[config.mk]
export PLATFORM = sky130hd
export DESIGN_NAME = wb_console
export DESIGN_NICKNAME = d
export VERILOG_FILES = /design/src/rtl/console_pkg.sv /design/src/rtl/uart_tx_serializer.sv /design/src/rtl/wb_console.sv
export SDC_FILE = /design/constraint.sdc
export NUM_CORES = 1
export LEC_CHECK = 0
export ABC_CLOCK_PERIOD_IN_PS = 4100
export BUFFER_PORTS_ARGS = -buffer_cell sky130_fd_sc_hd__buf_2
export CAP_MARGIN = 20
export CORE_ASPECT_RATIO = 0.9
export CORE_MARGIN = 2
export CORE_UTILIZATION = 57
export DETAILED_ROUTE_END_ITERATION = 16
export HOLD_SLACK_MARGIN = 0.1
export PLACE_DENSITY = 0.89
export SYNTH_ARGS = -nofsm -noshare
export SYNTH_HDL_FRONTEND = slang
export SYNTH_SLANG_ARGS = --single-unit
[constraint.sdc]
create_clock -name clk -period 4.1 [get_ports clk]
set_clock_uncertainty 0.05 [all_clocks]
set_input_delay 0 -clock clk [delete_from_list [all_inputs] [get_ports clk]]
set_output_delay 0 -clock clk [all_outputs]
set_load 0.05 [all_outputs]
[src/rtl/console_pkg.sv]
// console_pkg: register offsets, STATUS bit positions and serializer states for wb_console
package console_pkg;
  localparam logic [1:0] REG_DATA = 2'd0;
  localparam logic [1:0] REG_STATUS = 2'd1;
  localparam int ST_BUSY = 0;
  localparam int ST_FULL = 1;
  localparam int ST_EMPTY = 2;
  localparam int ST_CNT = 3;
  typedef enum logic [1:0] {IDLE, START, DATA, STOP} ser_state_t;
endpackage

[src/rtl/uart_tx_serializer.sv]
// uart_tx_serializer: 8N1 frame shifter, each state/bit held DIV clocks, registered tx
module uart_tx_serializer
  import console_pkg::*;
#(
  parameter int DIV = 434
) (
  input  logic       clk,
  input  logic       rst,
  input  logic [7:0] data,
  input  logic       valid,
  output logic       pop,
  output logic       tx,
  output logic       busy
);
  localparam int CW = $clog2(DIV);
  ser_state_t state;
  logic [CW-1:0] cnt;
  logic [7:0] sh;
  logic [2:0] bit_idx;
  logic last;
  assign last = cnt == CW'(DIV - 1);
  // a waiting byte is taken at the last STOP clock so frames run back to back
  assign pop = valid && (state == IDLE || (state == STOP && last));
  assign busy = state != IDLE;
  always_ff @(posedge clk or posedge rst) begin
    if (rst) begin
      state <= IDLE;
      cnt <= '0;
      sh <= '0;
      bit_idx <= '0;
      tx <= 1'b1;
    end else if (pop) begin
      state <= START;
      cnt <= '0;
      sh <= data;
      tx <= 1'b0;
    end else if (state != IDLE) begin
      cnt <= last ? '0 : cnt + 1'b1;
      if (last)
        case (state)
          START: begin
            state <= DATA;
            tx <= sh[0];
            sh <= sh >> 1;
            bit_idx <= '0;
          end
          DATA: begin
            if (bit_idx == 3'd7) begin
              state <= STOP;
              tx <= 1'b1;
            end else begin
              tx <= sh[0];
              sh <= sh >> 1;
              bit_idx <= bit_idx + 3'd1;
            end
          end
          default: state <= IDLE;
        endcase
    end
  end
endmodule

[src/rtl/wb_console.sv]
// wb_console: Wishbone classic slave with a TX FIFO feeding a UART 8N1 serializer
module wb_console
  import console_pkg::*;
#(
  parameter int CLK_FREQ = 50_000_000,
  parameter int BAUD = 115200,
  parameter int FIFO_DEPTH = 16
) (
  input  logic        clk,
  input  logic        rst,
  input  logic        wb_cyc,
  input  logic        wb_stb,
  input  logic        wb_we,
  input  logic [31:0] wb_adr,
  input  logic [31:0] wb_dat_i,
  input  logic [3:0]  wb_sel,
  output logic [31:0] wb_dat_o,
  output logic        wb_ack,
  output logic        wb_err,
  output logic        tx
);
  localparam int DIV = CLK_FREQ / BAUD;
  localparam int AW = $clog2(FIFO_DEPTH);
  localparam int CW = AW + 1;
  logic [7:0] mem [FIFO_DEPTH];
  logic [AW-1:0] wr_ptr, rd_ptr;
  logic [CW-1:0] count;
  logic full, empty, busy, pop, req, data_wr, accept, push;
  logic [1:0] reg_sel;
  logic [31:0] status;
  logic unused_bits;
  assign unused_bits = &{wb_adr[31:4], wb_adr[1:0], wb_dat_i[31:8], wb_sel[3:1]};
  assign full = count == CW'(FIFO_DEPTH);
  assign empty = count == '0;
  assign reg_sel = wb_adr[3:2];
  assign req = wb_cyc & wb_stb & ~wb_ack & ~wb_err;
  assign data_wr = wb_we & (reg_sel == REG_DATA) & wb_sel[0];
  // a full FIFO still accepts when the serializer pops in the same cycle
  assign accept = req & (~data_wr | ~full | pop);
  assign push = accept & data_wr;
  always_comb begin
    status = '0;
    status[ST_BUSY] = busy;
    status[ST_FULL] = full;
    status[ST_EMPTY] = empty;
    status[ST_CNT+:5] = 5'(count);
  end
  always_ff @(posedge clk) begin
    if (push) mem[wr_ptr] <= wb_dat_i[7:0];
  end
  always_ff @(posedge clk or posedge rst) begin
    if (rst) begin
      wb_ack <= 1'b0;
      wb_err <= 1'b0;
      wb_dat_o <= '0;
      wr_ptr <= '0;
      rd_ptr <= '0;
      count <= '0;
    end else begin
      wb_ack <= accept & ~wb_adr[3];
      wb_err <= accept & wb_adr[3];
      wb_dat_o <= (accept & ~wb_we & (reg_sel == REG_STATUS)) ? status : '0;
      wr_ptr <= push ? wr_ptr + 1'b1 : wr_ptr;
      rd_ptr <= pop ? rd_ptr + 1'b1 : rd_ptr;
      count <= count + CW'(push) - CW'(pop);
    end
  end
  uart_tx_serializer #(.DIV(DIV)) u_ser (
    .clk(clk),
    .rst(rst),
    .data(mem[rd_ptr]),
    .valid(~empty),
    .pop(pop),
    .tx(tx),
    .busy(busy)
  );
endmodule

==> metrics.md <==
| Metric | Value |
|---|---|
| Reg power frac | 0.525 |
| Share of the synthesized area in the top cell type | 0.5117 |
| Avg Cell Area, Syn | 15.46 um^2 |
| Largest net degree at the start of global routing | 47 |
| Post-Place Worst Slack | 0.5674 ns |
| Syn Inst Count | 486 |
| Die width | 125.0 um |
| 1st-iter DRT viols | 446 |
| Worst hold-check path type | primary input to asynchronous set/reset pin |
| Largest family of logic cells by synthesized area | multiplexers |
| Crit end category | register |
| Pwr Density | 452.0 nW/um^2 |
| Via count | 4,260 |
| Fin crit period | 3.552 ns |
| Most common cell in the synthesized netlist | edfxtp_1 |
| Reg2Reg Launch Point | count[3]$_DFF_PP0_ |
| Post-CTS Setup Inserts | 0 |
| Ant. Diodes | 0 |
| Syn-to-layout area delta | 11.66% |
| Cts bufs inserted | 17 |
| WL/cell | 20.48 um |
| XOR/XNOR share of the synthesized area | 0.01749 |
| CP Class | register to register |
| Worst vdd ir | 401.8 uV |
| Post-synthesis sequential area ratio | 0.6651 |
| Detail Placement HPWL | 9243 um |
| Most used DFF post-synth | edfxtp_1 |
| Simple-gate share of the synthesized area | 0.08578 |
| Port bufs | 26 |
| Switch share | 0.2509 |
| Slew @ Worst Pin | 1.044 ns |
| Synth Area in Compound Gates | 0.04863 |
| Cell row count | 39 |
| Slew HR | 0.3039 |
| PnR worst setup slack | 0.5476 ns |
| DR DRC count | 0 |
| EDFF count, synth | 128 |
| Die H | 112.9 um |
| Overflow after GRT | 0 |
| Placeable Area | 12,780 um^2 |
| Yosys synthesis warning count | 0 |
| Sw power | 0.9513 mW |
| Comb pwr share | 0.089 |
| Global-route wire length before repair | 23,180 um |
| Vias/cell | 6.008 |
| Number of global-route vias before repair | 4,319 |
| CP startpoint | count[3]$_DFF_PP0_ |
| I/O pins | 108 |
| Clock sinks | 174 |
| Clock Latency Late Sink | 0.43 ns |
| Reg clk slew, reported paths | 0.07 ns |
| Post-route clock period utilization | 0.8664 |
| Share of cells above drive strength 1 | 0.1908 |
| WL final | 14,520 um |
| Adder-cell share of the synthesized area | 0.03431 |
| Critical Path Fanout Max | 15 |
| Netlist Area Pre-Place | 7512 um^2 |
| Root Buffer Master | clkbuf_16 |
| Mux contribution to synthesized area | 0.1026 |
| Routed Antenna Nets | 0 |
| Drt pass-1 iters | 5 |
| H-tree levels | 4 |
| Yosys cell types | 55 |
| Clock tree from TritonCTS | yes |
| Clock share of power | 0.386 |
| Final hold violations | 0 |
| Fin nets | 625 |
| Max Cap Viol | 0 |
| Crit start category | register |
| Dominant cells by area after synthesis | edfxtp_1 (51%), dfrtp_1 (15%), mux4_2 (9.3%), ha_1 (3.2%), buf_4 (2.6%) |
| Initial antenna violation count | 0 |
| Worst endpoint required time | 4.40 ns |
| Synth async-reset ratio | 0.2644 |
| Internal | 2.840 mW |
| Final setup violation count | 0 |
| Status | finished, final reports clean |
| TNS Setup | 0 ns |
| Unrepaired setup endpoints after global routing | false |
| Die area | 14,110 um^2 |
| Initial Util | 0.5876 |
| CP arrival | 3.86 ns |
| Final hold slack | 0.2772 ns |
| Max Fclk | 281.5 MHz |
| Slew Viols, Final | 0 |
| Synth Register Bits | 174 |
| Synth cell count leaders | edfxtp_1 (128), dfrtp_1 (45), nand2_1 (41) |
| Post-synth top area cell | edfxtp_1 |
| RePlAce Congestion | 0.8096 |
| Lkg Pwr | 3.172 nW |
| GRT Util Overall | 0.2184 |
| CTS Buffer Depth | 2 |
## kinds of logic (layout without fill, tap and decap cells)
family	Yosys count	count (layout)
AOI/OAI and AO/OA	51	51
xor gates and xnor gates	15	15
adders and majority gates	20	20
buffers and inverters	59	95
DFF	174	174
muxes	38	38
other	1	24
and+or+nand+nor	128	128
## per-layer routing
layer | vias up | wire [um] | global-route usage | part of all wire
met5 | - | 0 | 0 | 0
met4 | 0 | 405 | 0.08370 | 0.028
met3 | 35 | 962 | 0.05248 | 0.066
met2 | 175 | 7270 | 0.3576 | 0.50
met1 | 2174 | 5881 | 0.2895 | 0.41
li1 | 1876 | - | - | -
## power by group through the flow
stage / logic (mW) / registers (mW) / clock network (mW)
3_5_place_dp: 0.318 / 2.02 / 0
6_report: 0.337 / 1.99 / 1.46
4_1_cts: 0.337 / 1.99 / 1.48
3_3_place_gp: 0.299 / 2.02 / 0
2_1_floorplan: 0.258 / 2.02 / 0
5_1_grt: 0.375 / 1.99 / 1.56
## layout make-up
| type | count | area [um^2] |
|---|---|---|
| clock buffers | 18 | 429.2 |
| multi-input cells | 276 | 2260 |
| fillers | 844 | 4397 |
| inverters | 16 | 60.06 |
| well taps | 164 | 205.2 |
| clock inverters | 14 | 108.9 |
| flip-flops and latches | 174 | 4997 |
| repair buffers | 47 | 327.8 |
## worst paths after layout
kind / endpoint / slack, ns / depth (start not counted)
worst max register to register: count[4]$_DFF_PP0_ / 0.55 / 13
max in group asynchronous: rd_ptr[0]$_DFFE_PP0N_ / 3.07 / 3
min in group clk: wr_ptr[0]$_DFFE_PP0P_ / 0.29 / 5
worst min register to register: u_ser.sh[7]$_DFFE_PP0P_ / 0.46 / 1
worst max-delay path: count[4]$_DFF_PP0_ / 0.55 / 13
worst min-delay path: count[3]$_DFF_PP0_ / 0.28 / 3
## worst max-delay path: stages (launching register included)
cell      delay, ns
dfrtp_1        0.40
inv_1          0.10
ha_1           0.17
or4b_1         0.66
nand2_4        0.27
clkinv_1       0.31
ha_1           0.38
inv_1          0.04
ha_1           0.20
fa_1           0.40
a21oi_1        0.18
nor2_1         0.07
nor2_1         0.11
xnor2_1        0.13
## flip-flops by register name, indices dropped and copies added, names as in the netlist
| signal | count |
|---|---|
| mem | 128 |
| u_ser.cnt | 9 |
| u_ser.sh | 8 |
| wb_dat_o | 8 |
| count | 5 |
| rd_ptr | 4 |
| wr_ptr | 4 |
| u_ser.bit_idx | 3 |
| u_ser.state | 2 |
| u_ser.tx | 1 |
| wb_ack | 1 |
| wb_err | 1 |
## placed cells by master (no fill, tap or decap), drive strengths merged, types with 2 or more instances in the layout
cell,Yosys,final
o21ai,8,8
mux4,31,31
a22oi,14,14
nand3,8,8
o22ai,2,2
nor2,29,29
and3,15,15
a22o,2,2
nor3b,3,3
inv,15,20
mux2,2,2
ha,19,19
edfxtp,128,128
conb,1,24
a31oi,8,8
o32ai,2,2
a21o,2,2
a21oi,6,6
nand4,5,5
buf,37,31
nand2,42,42
clkbuf,6,18
mux2i,5,5
nor2b,5,5
clkinvlp,0,3
nor3,6,6
xor2,3,3
dlygate4sd3,0,16
and2,6,6
dfrtp,45,45
xnor2,12,12
clkinv,1,7
## per-stage QoR
step	std cells	total power, mW	area [um^2]	util
detailed placement	661	2.343	7690	0.6015
global placement	661	2.315	7690	0.6015
finish	709	3.791	8388	0.6561
global route	709	3.924	8388	0.6561
CTS	709	3.806	8388	0.6561
floorplan	509	2.274	7599	-
## what timing repair did
item | 4_1_cts | 5_1_grt
resized for setup | 0 | 0
hold buffers | 16 | 0
endpoints found under the hold margin | 183 | 0
No activity file was read; power rests on OpenSTA's default activity.
